`src/rtl/rlbp_pkg.sv`:
```
// Shared types and helpers for the RLBP scan sequencer.
// Holds the FSM state enum, sizing constants and the enabled-index search.
package rlbp_pkg;

  localparam int NUM_PIX_DEF = 12;
  localparam int IDX_W       = 4;
  localparam int RES_W       = 12;
  localparam logic [3:0] MAX_CYC = 4'd8;

  typedef enum logic [2:0] {IDLE, SELECT, RUN, CAPTURE, NEXT} state_t;

  typedef struct packed {
    logic             found;
    logic [IDX_W-1:0] idx;
  } nxt_t;

  // Lowest enabled index strictly above cur, or the lowest overall when from_start is set.
  function automatic nxt_t next_en(input logic [NUM_PIX_DEF-1:0] mask,
                                   input logic [IDX_W-1:0] cur,
                                   input logic from_start);
    nxt_t r;
    r = '0;
    for (int i = NUM_PIX_DEF-1; i >= 0; i--)
      if (mask[i] && (from_start || i > int'(cur))) begin
        r.found = 1'b1;
        r.idx   = IDX_W'(i);
      end
    return r;
  endfunction

  function automatic logic [NUM_PIX_DEF-1:0] pd_onehot(input logic [IDX_W-1:0] idx);
    return NUM_PIX_DEF'(1) << idx;
  endfunction

  // Zero means the maximum; anything above the maximum saturates.
  function automatic logic [3:0] norm_cycles(input logic [3:0] c);
    return (c == 4'd0 || c > MAX_CYC) ? MAX_CYC : c;
  endfunction

endpackage

```
`src/rtl/rlbp_res_fifo.sv`:
```
// Result FIFO: power-of-two depth, head read straight from the storage registers.
// A push into a full FIFO is accepted only when a pop happens in the same cycle.
module rlbp_res_fifo #(
  parameter int WIDTH = 12,
  parameter int DEPTH = 4,
  parameter int LVL_W = $clog2(DEPTH) + 1
) (
  input  logic             wb_clk_i,
  input  logic             wb_rst_i,
  input  logic             push,
  input  logic [WIDTH-1:0] din,
  input  logic             pop,
  output logic [WIDTH-1:0] dout,
  output logic             valid,
  output logic             full,
  output logic [LVL_W-1:0] level
);

  localparam int PW = $clog2(DEPTH);

  logic [WIDTH-1:0] mem [DEPTH];
  logic [PW-1:0]    wr_ptr, rd_ptr;
  logic             push_ok, pop_ok;

  assign valid   = (level != '0);
  assign full    = (level == LVL_W'(DEPTH));
  assign pop_ok  = pop & valid;
  assign push_ok = push & (~full | pop_ok);
  assign dout    = mem[rd_ptr];

  always_ff @(posedge wb_clk_i) begin
    if (wb_rst_i) begin
      wr_ptr <= '0;
      rd_ptr <= '0;
      level  <= '0;
      for (int i = 0; i < DEPTH; i++) mem[i] <= '0;
    end else begin
      if (push_ok) begin
        mem[wr_ptr] <= din;
        wr_ptr      <= wr_ptr + PW'(1);
      end
      if (pop_ok) rd_ptr <= rd_ptr + PW'(1);
      level <= level + LVL_W'(push_ok) - LVL_W'(pop_ok);
    end
  end

endmodule

```
`src/rtl/rlbp_scan_sequencer.sv`:
```
// Frame-scan controller: walks enabled photodiode pairs, counts conversions,
// captures the comparator shift register and queues {idx, data} for the host.
module rlbp_scan_sequencer
  import rlbp_pkg::*;
#(
  parameter int NUM_PIX    = 12,
  parameter int SETTLE     = 3,
  parameter int FIFO_DEPTH = 4
) (
  input  logic               wb_clk_i,
  input  logic               wb_rst_i,
  input  logic               go,
  input  logic               abort,
  input  logic [NUM_PIX-1:0] cfg_mask,
  input  logic [3:0]         cfg_cycles,
  input  logic               cfg_continuous,
  input  logic               conv_clr,
  input  logic [7:0]         sr_in,
  output logic [NUM_PIX-1:0] pd_a,
  output logic [NUM_PIX-1:0] pd_b,
  output logic               start,
  output logic               busy,
  output logic               frame_done,
  output logic               res_valid,
  output logic [RES_W-1:0]   res_data,
  input  logic               res_ready,
  output logic [2:0]         fifo_level
);

  state_t             state;
  logic [NUM_PIX-1:0] mask_q;
  logic [3:0]         cyc_q;
  logic               cont_q;
  logic [IDX_W-1:0]   idx;
  logic [3:0]         settle_cnt;
  logic [3:0]         cyc_cnt;
  logic               pop, push, fifo_full;
  nxt_t               nxt_hi, nxt_lo, go_lo;

  assign pd_b   = pd_a;
  assign pop    = res_ready & res_valid;
  // A discarded capture on abort must never reach the FIFO.
  assign push   = (state == CAPTURE) && (!fifo_full || pop) && !abort;
  assign nxt_hi = next_en(mask_q, idx, 1'b0);
  assign nxt_lo = next_en(mask_q, '0, 1'b1);
  assign go_lo  = next_en(cfg_mask, '0, 1'b1);

  always_ff @(posedge wb_clk_i) begin
    if (wb_rst_i) begin
      state      <= IDLE;
      mask_q     <= '0;
      cyc_q      <= '0;
      cont_q     <= 1'b0;
      idx        <= '0;
      settle_cnt <= '0;
      cyc_cnt    <= '0;
      pd_a       <= '0;
      start      <= 1'b0;
      busy       <= 1'b0;
      frame_done <= 1'b0;
    end else begin
      frame_done <= 1'b0;
      if (abort) begin
        state <= IDLE;
        pd_a  <= '0;
        start <= 1'b0;
        busy  <= 1'b0;
      end else begin
        case (state)
          IDLE: if (go) begin
            mask_q <= cfg_mask;
            cyc_q  <= norm_cycles(cfg_cycles);
            cont_q <= cfg_continuous;
            if (go_lo.found) begin
              state      <= SELECT;
              idx        <= go_lo.idx;
              pd_a       <= pd_onehot(go_lo.idx);
              settle_cnt <= 4'(SETTLE - 1);
              busy       <= 1'b1;
            end else begin
              frame_done <= 1'b1;
            end
          end
          SELECT: if (settle_cnt == 4'd0) begin
            state   <= RUN;
            start   <= 1'b1;
            cyc_cnt <= '0;
          end else begin
            settle_cnt <= settle_cnt - 4'd1;
          end
          RUN: if (conv_clr) begin
            if (cyc_cnt + 4'd1 == cyc_q) begin
              state <= CAPTURE;
              start <= 1'b0;
            end else begin
              cyc_cnt <= cyc_cnt + 4'd1;
            end
          end
          CAPTURE: if (push) begin
            state <= NEXT;
            pd_a  <= '0;
          end
          NEXT: begin
            if (nxt_hi.found) begin
              state      <= SELECT;
              idx        <= nxt_hi.idx;
              pd_a       <= pd_onehot(nxt_hi.idx);
              settle_cnt <= 4'(SETTLE - 1);
            end else begin
              frame_done <= 1'b1;
              if (cont_q) begin
                state      <= SELECT;
                idx        <= nxt_lo.idx;
                pd_a       <= pd_onehot(nxt_lo.idx);
                settle_cnt <= 4'(SETTLE - 1);
              end else begin
                state <= IDLE;
                busy  <= 1'b0;
              end
            end
          end
          default: state <= IDLE;
        endcase
      end
    end
  end

  rlbp_res_fifo #(.WIDTH(RES_W), .DEPTH(FIFO_DEPTH)) u_fifo (
    .wb_clk_i (wb_clk_i),
    .wb_rst_i (wb_rst_i),
    .push     (push),
    .din      ({idx, sr_in}),
    .pop      (pop),
    .dout     (res_data),
    .valid    (res_valid),
    .full     (fifo_full),
    .level    (fifo_level)
  );

endmodule
```
`config.mk`:
```
export PLATFORM = sky130hd
export DESIGN_NAME = rlbp_scan_sequencer
export DESIGN_NICKNAME = d
export VERILOG_FILES = /design/src/rtl/rlbp_pkg.sv /design/src/rtl/rlbp_res_fifo.sv /design/src/rtl/rlbp_scan_sequencer.sv
export SDC_FILE = /design/constraint.sdc
export NUM_CORES = 1
export LEC_CHECK = 0
export ABC_AREA = 1
export CORE_MARGIN = 4
export CORE_UTILIZATION = 49
export CTS_BUF_LIST = sky130_fd_sc_hd__clkbuf_16
export DETAILED_ROUTE_END_ITERATION = 10
export GPL_ROUTABILITY_DRIVEN = 1
export PLACE_DENSITY = 0.76
export REMOVE_ABC_BUFFERS = 1
export SLEW_MARGIN = 10
export SYNTH_ARGS = -nofsm -noshare
export SYNTH_HDL_FRONTEND = slang
export SYNTH_SLANG_ARGS = --single-unit
```
`constraint.sdc`:
```
create_clock -name wb_clk_i -period 2.5 [get_ports wb_clk_i]
set_clock_uncertainty 0.15 [all_clocks]
set_input_delay 0.75 -clock wb_clk_i [delete_from_list [all_inputs] [get_ports wb_clk_i]]
set_output_delay 0.75 -clock wb_clk_i [all_outputs]
set_load 0.01 [all_outputs]
```
Word level (Yosys, flattened, before mapping)
Memories as Yosys holds them, arrays and structs flattened. A register that Yosys moved wholly into a read port is not among the register bits.
Index checks and enable logic that the tools add are counted.
- $lt $le $gt $ge: 12
- bitwise logic cells: 6
- reductions and logical operators: 35
- $add $sub $neg: 6
- shift-type cells: 3
- equality and inequality tests: 17
- muxes and demuxes: 89
- operators by type and width (operator ; number):
    2-to-1 mux 5 bit ; 23
    2-to-1 mux 4 bit ; 25
    2-to-1 mux 12 bit ; 6
    one-hot mux 12 bit (3 select lines) ; 1
    left shift 1 x 4 -> 12 bit (first input constant) ; 3
    AND reduction 5 bit ; 4
    2-to-1 mux 1 bit ; 18
    2-to-1 mux 3 bit ; 6
    inequality test 2 bit (second input constant) ; 9
    greater-than comparator 3 x 4 -> 1 bit (first input constant) ; 4
    greater-than comparator 4 bit (first input constant) ; 4
    one-hot mux 4 bit (2 select lines) ; 2
    one-hot mux 3 bit (5 select lines) ; 1
    logical AND 1 bit ; 13
    one-hot mux 4 bit (3 select lines) ; 1
    AND reduction 6 bit ; 2
    OR reduction 12 bit ; 1
    nonzero test 3 bit ; 3
    greater-than comparator 2 x 4 -> 1 bit (first input constant) ; 2
    logical NOT 4 bit ; 2
    equality test 3 x 2 -> 1 bit (second input constant) ; 2
    equality test 3 bit (second input constant) ; 2
    2-to-1 mux 2 bit ; 3
    one-hot mux 1 bit (2 select lines) ; 3
    21 further kinds ; 28
- logic and storage cells: 183
- register bits: 54
- memories kept: 1
- memory bits (writable): 48
- output and inout bits: 43
- input port bits: 31
- memories (memory ; depth ; width ; read ports ; clocked after Yosys merged registers in ; write ports ; line ; text):
    u_fifo.mem ; 4 ; 12 ; 1 ; 1 ; 4 ; rlbp_res_fifo.sv:21 ; logic [WIDTH-1:0] mem [DEPTH];

Depth between registers and ports, before layout
Gate-level depths: netlist of the first run.
- word-level depth: 16
- depth in mapped cells: 18
- mapped depth without buffers: 18

Cells and area by module
A second synthesis of the first run with hierarchy kept.
- cell total of the unflattened synthesis: 670
- area total of the unflattened synthesis: 5492.8 um^2
- modules (own cells, without submodules) (module ; sequential area each (um^2) ; cells each ; instances ; area an instance (um^2)):
    rlbp_scan_sequencer ; 940.9 ; 421 ; 1 ; 2849.0
    rlbp_res_fifo ; 1621.6 ; 249 ; 1 ; 2643.8

Worst setup path after synthesis of the first run
No wires, ideal clock.
- path kind: input port to flip-flop
- start: input port res_ready
- end: memory u_fifo.mem[1][0] (enable)
- arrival: 1.996 ns
- stages on the path: 9
- data required time: 2.000 ns
- setup slack: 0.004 ns
- library setup time: 0.350 ns
- buffers on the path: 1
- path through: nand2_1 -> nand3_1 -> nand3_2 -> nor2_1 -> inv_2 -> nor2_1 -> nand2_1 -> clkbuf_1 -> nand2_1
- RTL lines (element ; line ; text):
    start: declaration ; rlbp_scan_sequencer.sv:26 ; input logic res_ready,
    end: declaration ; rlbp_res_fifo.sv:21 ;

Worst setup path after layout of the first run
- start: input port abort
- end: register pd_a[6]
- longest elaborated chain between the ends: 4
- elaborated cells on any way between the ends: 5
- those cells by class: eq/ne (1); reduce/logical (4)
- RTL lines (element ; line ; text):
    start: declaration ; rlbp_scan_sequencer.sv:13 ; input logic abort,
    logical NOT 1 bit ; rlbp_scan_sequencer.sv:43 ; assign push = (state == CAPTURE) && (!fifo_full || pop) && !abort;
    logical AND 1 bit ; rlbp_scan_sequencer.sv:43 ;
    inequality test 2 x 1 -> 1 bit (no source line) ; n/a ;
    AND reduction 5 bit (no source line) ; n/a ;
    end signal: assignment ; rlbp_scan_sequencer.sv:77 ; pd_a <= pd_onehot(go_lo.idx);
    end signal: assignment ; rlbp_scan_sequencer.sv:107 ; pd_a <= pd_onehot(nxt_hi.idx);
    end signal: assignment ; rlbp_scan_sequencer.sv:114 ; pd_a <= pd_onehot(nxt_lo.idx);
    end: declaration ; rlbp_scan_sequencer.sv:19 ; output logic [NUM_PIX-1:0] pd_a,
Several ways; a longest one is shown, not always the timed one.
A chain may end at the register's enable or synchronous reset.

==> metrics.csv, run 1 <==
stage;metric;value;unit
run_status;outcome;finished, final reports clean;
floorplanning;core footprint;10300;µm²
cells_and_area;Inserted Diodes;0;
cts;Hold Buf Count CTS;0;
global_route;grt ovf;0;
cts;H-tree depth;3;
global_route;first-pass GRT wire length;21.0;mm
pwr;Design Power;4.73;mW
cts;CTS root buffer;clkbuf_16;
global_route;vias in the first global route;4591;
timing;Max Slew Vio Count;0;
floorplanning;Die W;111;µm
routing;DR WL/cell;14.9;µm
timing;Worst-Margin Slew;0.509;ns
routing;initial drt markers;293;
timing;period utilization;99.6;%
place;hpwl dp;9.37;mm
routing;total iterations of the first detailed-routing run;6;
critical_path;cells on worst reg2reg path;14;
routing;vias;4736;
critical_path;worst-path maximum fanout;5;
pwr;NetSw;1.55;mW
pwr;maximum VDD drop;0.353;mV
routing;vias per cell;5.35;
critical_path;critical path capture point type;flip-flop;
cells_and_area;multi-input combinational cell area;2240;µm²
run;Max Cap Violations;0;
global_route;antenna violations before repair;0;
cts;CTS Buffer Depth;2;
hold_path;WHS Path Cells;2;
global_route;pin count of the biggest net entering global routing;25;
pwr;Net Sw Frac;32.6;%
timing;minimum clock period;2.49;ns
pwr;Logic pwr share;29.4;%
pwr;Int Pwr;3.19;mW
synth;Seq/Total Area, Yosys;49.7;%
synth;Synth cell types;46;
cts;clock sink count;104;
floorplanning;I/O pins;74;
pwr;Pwr per Cell Area;699;nW/µm²
timing;max frequency;402;MHz
cts;Clk Latency, worst-skew pair;0.34;ns
place;Placed Instance Area;6280;µm²
floorplanning;Die Ht;111;µm
cells_and_area;Sequential Area;2570;µm²
synth;mean post-synth cell area;8.13;µm²
synth;synthesized cell area;5150;µm²
critical_path;kind of start point of the critical path;input port;
timing;final hold vios;0;
synth;synthesized instance count;634;
timing;Max-slew headroom;66.0;%
cells_and_area;Non-Filler Instances;885;
cells_and_area;Area growth syn-to-layout;31.4;%
critical_path;Worst EP required;2.63;ns
place;GPL Wtd Cong;0.880;
global_route;all-layer global routing usage;20.5;%
place;I/O Buffers;73;
routing;DRC violations left;0;
floorplanning;starting density of the core;50.2;%
cells_and_area;Core Util, Final;65.9;%
pwr;Clock power frac;28.4;%
pwr;Reg power frac;42.2;%
cells_and_area;layout cells sized above 1;18.3;%
floorplanning;die area;12200;µm²
place;Post-Place Cells;859;
critical_path;Crit Path Class;input port to flip-flop;
routing;antenna viol nets, final;0;
critical_path;Arr. time, crit path;2.62;ns
cells_and_area;final instance area;6770;µm²
hold_path;worst hold-check path type;flip-flop to flip-flop;
pwr;Pleak;2.85;nW
synth;Ys Warns;0;
synth;synthesis-stage register bit count;104;
cts;Num CTS Buffers;9;
timing;final setup violation count;0;
cts;CTS tree;built;
timing;setup TNS;0;ns
cells_and_area;Fillers;856;
cts;Clock transition at path regs;0.08;ns
cells_and_area;Net count, final;780;
routing;Total Wirelength;13.2;mm
floorplanning;placement row count;37;
[timing repair]
action                                  in CTS  in global routing
endpoints found under the setup margin      40                 58
resized for setup                           22                 43
pin swaps                                    1                 17
setup buffers                                2                  8
[synth_stat cells, drive strengths merged]
library cell / instances / share of area [%]
nor2: 116 / 9.4
inv: 83 / 6.0
nand2: 82 / 6.4
o21ai: 69 / 6.8
dfxtp: 56 / 22
edfxtp: 48 / 28
a21oi: 46 / 4.5
nand3: 29 / 3.0
nor3: 18 / 1.9
clkbuf: 17 / 1.2
nand4: 13 / 2.0
buf: 12 / 1.7
o22ai: 12 / 1.5
or2: 5 / 0.61
ha: 4 / 0.97
a31oi: 3 / 0.36
o211ai: 3 / 0.63
xnor2: 3 / 0.51
xor2: 3 / 0.51
and3: 2 / 0.34
nor3b: 2 / 0.39
a211o: 1 / 0.17
a211oi: 1 / 0.15
and2: 1 / 0.12
fa: 1 / 0.39
nand3b: 1 / 0.15
nor4: 1 / 0.12
o21bai: 1 / 0.15
o31ai: 1 / 0.15
[layout by cell type (no fill, tap or decap), types with 11 or more instances in the layout]
cell type / count
clkdlybuf4s50_1: 50
nor2_1: 105
nor3_1: 15
inv_2: 15
edfxtp_1: 48
nand2_1: 71
nand3_1: 25
o22ai_1: 12
dfxtp_1: 53
nand4_1: 11
a21oi_1: 41
dlymetal6s2s_1: 11
inv_1: 67
o21ai_0: 56
buf_4: 51
dlygate4sd2_1: 11
[sequential cells by signal (all words and copies together), names as in the netlist, 2 cells and up, named ones only]
name and flops:
u_fifo.wr_ptr 2, u_fifo.mem 48, state 3, cyc_cnt 4, idx 4, mask_q 12
u_fifo.rd_ptr 2, cyc_q 4, u_fifo.level 3, pd_a 12, settle_cnt 4
[stage by stage]
stage | setup slack, ns | hold WS, ns
global route | -0.113 | 0.349
detailed placement | -0.460 | 0.309
floorplan | -0.0463 | 0.287
finish | 0.0101 | 0.309
global placement | -0.360 | 0.300
CTS | 0.00208 | 0.314
[power by group through the flow]
| stage | Sequential (mW) | Combinational [mW] | Clock, mW |
|---|---|---|---|
| floorplan | 2.04 | 0.718 | 0 |
| global placement | 2.02 | 1.32 | 0 |
| detailed placement | 2.03 | 1.36 | 0 |
| CTS | 1.99 | 1.33 | 1.35 |
| global route | 2.01 | 1.53 | 1.42 |
| finish | 2.00 | 1.39 | 1.35 |
[worst max-delay path: stages]
cell,delay (ns)
clkdlybuf4s50_1,0.44
inv_2,0.09
nand3_4,0.11
nand2_2,0.08
nand2_1,0.06
nor2_1,0.15
inv_1,0.09
nor2_2,0.12
nand2_4,0.09
nor2_4,0.14
inv_2,0.07
nor2_4,0.13
nand4_1,0.12
a21oi_2,0.17
[path summary, 6_finish.rpt]
| kind | from | slack (ns) | end |
|---|---|---|---|
| worst max-delay path | abort | 0.01 | pd_a[6] |
| worst min-delay path | u_fifo.rd_ptr[1] | 0.31 | flip-flop |
| worst max register to register | state[0] | 0.10 | pd_a[6] |
| worst min register to register | u_fifo.rd_ptr[1] | 0.31 | flip-flop |
[kinds of logic (layout without fill, tap and decap cells)]
group / Yosys count / in the layout / synth area share [%]
AND/OR/NAND/NOR: 270 / 270 / 24.4
AO/OA/AOI/OAI: 137 / 137 / 14.4
buffers and inverters: 112 / 227 / 9.03
flip-flops: 104 / 104 / 49.7
XOR/XNOR: 6 / 6 / 1.02
adder cells (fa/ha/maj): 5 / 5 / 1.36
[area by class of cell]
type | count | share of cell area (%)
Sequential cell | 104 | 37.9
Multi-Input combinational cell | 418 | 33.1
Timing Repair Buffer | 128 | 17.7
Inverter | 83 | 4.67
Clock buffer | 9 | 3.33
Tap cell | 136 | 2.51
Clock inverter | 7 | 0.813
[metal layers]
layer,wire [µm],vias up,track usage [%]
li1,-,2328,-
met1,5410,2208,24.1
met2,6850,165,36.7
met3,607,35,3.40
met4,328,0,8.95
met5,0,-,0
Note: power is estimated with default switching activity, not from simulation.
==> run 2, diff against run 1 <==
--- a/config.mk
+++ b/config.mk
@@ -9,10 +9,12 @@
 export CORE_MARGIN = 4
 export CORE_UTILIZATION = 49
 export CTS_BUF_LIST = sky130_fd_sc_hd__clkbuf_16
+export CTS_CLUSTER_SIZE = 25
 export DETAILED_ROUTE_END_ITERATION = 10
 export GPL_ROUTABILITY_DRIVEN = 1
 export PLACE_DENSITY = 0.76
 export REMOVE_ABC_BUFFERS = 1
+export SKIP_CTS_REPAIR_TIMING = 1
 export SLEW_MARGIN = 10
 export SYNTH_ARGS = -nofsm -noshare
 export SYNTH_HDL_FRONTEND = slang
==> metrics.csv, run 2 (same netlist as run 1, synthesis figures left out) <==
stage;metric;value;unit;change
pwr;maximum VDD drop;0.352;mV;about the same
critical_path;kind of start point of the critical path;flip-flop;;
hold_path;worst hold-check path type;flip-flop to flip-flop;;
critical_path;slowest cell delay on critical path;0.39;ns;-0.05 ns
cts;CTS root buffer;clkbuf_16;;
pwr;Pleak;2.94;nW;+3.3%
timing;max frequency;415;MHz;+3.4%
critical_path;reg2reg setup slack;0.18;ns;+0.08 ns
cells_and_area;Area growth syn-to-layout;30.4;%;
cells_and_area;Fillers;867;;+1.3%
routing;DRC violations left;0;;unchanged
place;hpwl dp;9.37;mm;unchanged
global_route;first-pass GRT wire length;20.9;mm;-0.56%
critical_path;critical path's top delay family;buffers and inverters;;
cts;H-tree depth;3;;unchanged
critical_path;CP max-delay cell;dfxtp_2;;
global_route;antenna violations before repair;0;;unchanged
critical_path;reg2reg end;pd_a[6];;
floorplanning;Die Ht;111;µm;unchanged
cells_and_area;Core Util, Final;65.4;%;-0.51 points
timing;period utilization;96.3;%;-3.3 points
global_route;grt ovf;0;;unchanged
cts;Clock transition at path regs;0.07;ns;about the same
place;GPL Wtd Cong;0.880;;unchanged
cts;clock sink count;104;;unchanged
critical_path;cells on worst reg2reg path;12;;-2
timing;Worst-Margin Slew;0.503;ns;-0.00549 ns
floorplanning;I/O pins;74;;unchanged
cells_and_area;max FFs per register;48;;unchanged
cts;CTS tree;built;;
timing;minimum clock period;2.41;ns;-0.0817 ns
cts;Num CTS Buffers;9;;unchanged
timing;RSZ-0062 raised after global routing;false;;
timing;final setup violation count;0;;unchanged
timing;Max-slew headroom;66.4;%;+0.37 points
cells_and_area;Inserted Diodes;0;;unchanged
pwr;Pwr per Cell Area;703;nW/µm²;+0.56%
place;Placed Instance Area;6280;µm²;unchanged
cts;Clk Latency, worst-skew pair;0.34;ns;about the same
global_route;vias in the first global route;4560;;-0.68%
cells_and_area;layout cells sized above 1;16.6;%;-1.7 points
critical_path;CP bufs+invs;3;;-1
floorplanning;core footprint;10300;µm²;unchanged
hold_path;min-delay src;u_fifo.rd_ptr[1];;
global_route;all-layer global routing usage;20.4;%;-0.16 points
floorplanning;Die W;111;µm;unchanged
routing;initial drt markers;193;;-34%
timing;Max Slew Vio Count;0;;unchanged
run_status;outcome;finished, final reports clean;;
routing;vias per cell;5.32;;-0.52%
cts;CTS Buffer Depth;2;;unchanged
run;Max Cap Violations;0;;unchanged
floorplanning;die area;12200;µm²;unchanged
cells_and_area;commonest cells after routing, fill and taps aside;104 x nor2_1, 74 x nand2_1, 68 x inv_1;;
hold_path;WHS Path Cells;2;;unchanged
routing;DR WL/cell;14.7;µm;-1.5%
floorplanning;placement row count;37;;unchanged
cells_and_area;final instance area;6720;µm²;-0.78%
critical_path;crit-path cells;inv_1, buf_12, o21ai_0, o22ai_1, dlymetal6s2s_1;;
place;I/O Buffers;73;;unchanged
critical_path;critical path capture point type;output port;;
critical_path;Worst EP required;1.60;ns;-1.03 ns
cells_and_area;Net count, final;773;;-0.90%
timing;final hold vios;0;;unchanged
critical_path;reg2reg start;idx[1];;
critical_path;Arr. time, crit path;1.51;ns;-1.11 ns
routing;total iterations of the first detailed-routing run;5;;-1
routing;antenna viol nets, final;0;;unchanged
routing;Total Wirelength;12.9;mm;-2.3%
cells_and_area;largest reg by FF count;u_fifo.mem;;
cells_and_area;Largest regs;u_fifo.mem x48, mask_q x12, pd_a x12;;
routing;vias;4674;;-1.3%
global_route;pin count of the biggest net entering global routing;25;;unchanged
critical_path;worst-path maximum fanout;24;;+19
cells_and_area;commonest non-fill, non-tap cell in the layout;nor2_1;;
floorplanning;starting density of the core;50.2;%;unchanged
critical_path;Crit Path Class;flip-flop to output port;;
## run 2: cell count changes in the layout (fill, tap and decap cells not counted), sizes merged
cell / delta
clkdlybuf4s50: -3
buf: -7
dlygate4sd2: -11
clkdlybuf4s15: -1
dlymetal6s2s: +15
## run 2: final cells by class
type | count | area [µm²] | share of cell area (%)
clock inverter | 7 | 55.1 | 0.819
inverter | 83 | 314 | 4.67
timing repair buffer | 121 | 1200 | 17.8
clock buffer | 9 | 225 | 3.35
multi-input combinational | 418 | 2190 | 32.6
sequential | 104 | 2570 | 38.2
tap | 136 | 170 | 2.53
## run 2: how the worst max path moves through the flow
stage / from / to / slack [ns] / cells past startpoint
2_1_floorplan: res_ready / u_fifo.mem[1][0] / -0.05 / 8
3_3_place_gp: res_ready / u_fifo.mem[3][6] / -0.36 / 9
3_5_place_dp: res_ready / pd_a[6] / -0.46 / 15
4_1_cts: flip-flop / res_data[8] / -0.33 / 5
5_1_grt: idx[1] / pd_a[8] / 0.02 / 13
6_report: flip-flop / res_data[8] / 0.09 / 5
## run 2: routing by layer
metal,GRT usage [%],routed length (µm),vias up
li1,-,-,2306
met1,23.9,5270,2185
met2,36.8,6760,152
met3,3.40,550,31
met4,7.96,297,0
met5,0,0,-
## run 2: tightest hold or removal path, cell delays in order, from the launching register on
cell,delay [ns]
dfxtp_1,0.30
inv_1,0.06
a21oi_1,0.07
## run 2: stage by stage
step	TNS [ns]	setup WS [ns]	power [mW]	cells	hold WS, ns
after floorplan	-0.898	-0.0463	2.75	605	0.287
after global placement	-21.29	-0.360	3.34	859	0.300
after detailed placement	-26.60	-0.460	3.39	859	0.309
after CTS	-4.04	-0.328	4.71	875	0.321
after global routing	0	0.0163	4.96	878	0.348
final	0	0.0918	4.72	878	0.308
## run 2: where the power goes
group          leakage (nW)  internal [mW]  total (mW)  switching, mW
combinational          1.85          0.624        1.39          0.761
sequential            0.954           1.89        2.00          0.107
clock                 0.140          0.689        1.34          0.647
==> run 3, diff against run 2 <==
--- a/config.mk
+++ b/config.mk
@@ -15,7 +15,7 @@
 export PLACE_DENSITY = 0.76
 export REMOVE_ABC_BUFFERS = 1
 export SKIP_CTS_REPAIR_TIMING = 1
-export SLEW_MARGIN = 10
+export SLEW_MARGIN = 0
 export SYNTH_ARGS = -nofsm -noshare
 export SYNTH_HDL_FRONTEND = slang
 export SYNTH_SLANG_ARGS = --single-unit
==> results of run 3 <==
Final layout, timing and power as in run 2 (identical DEF).
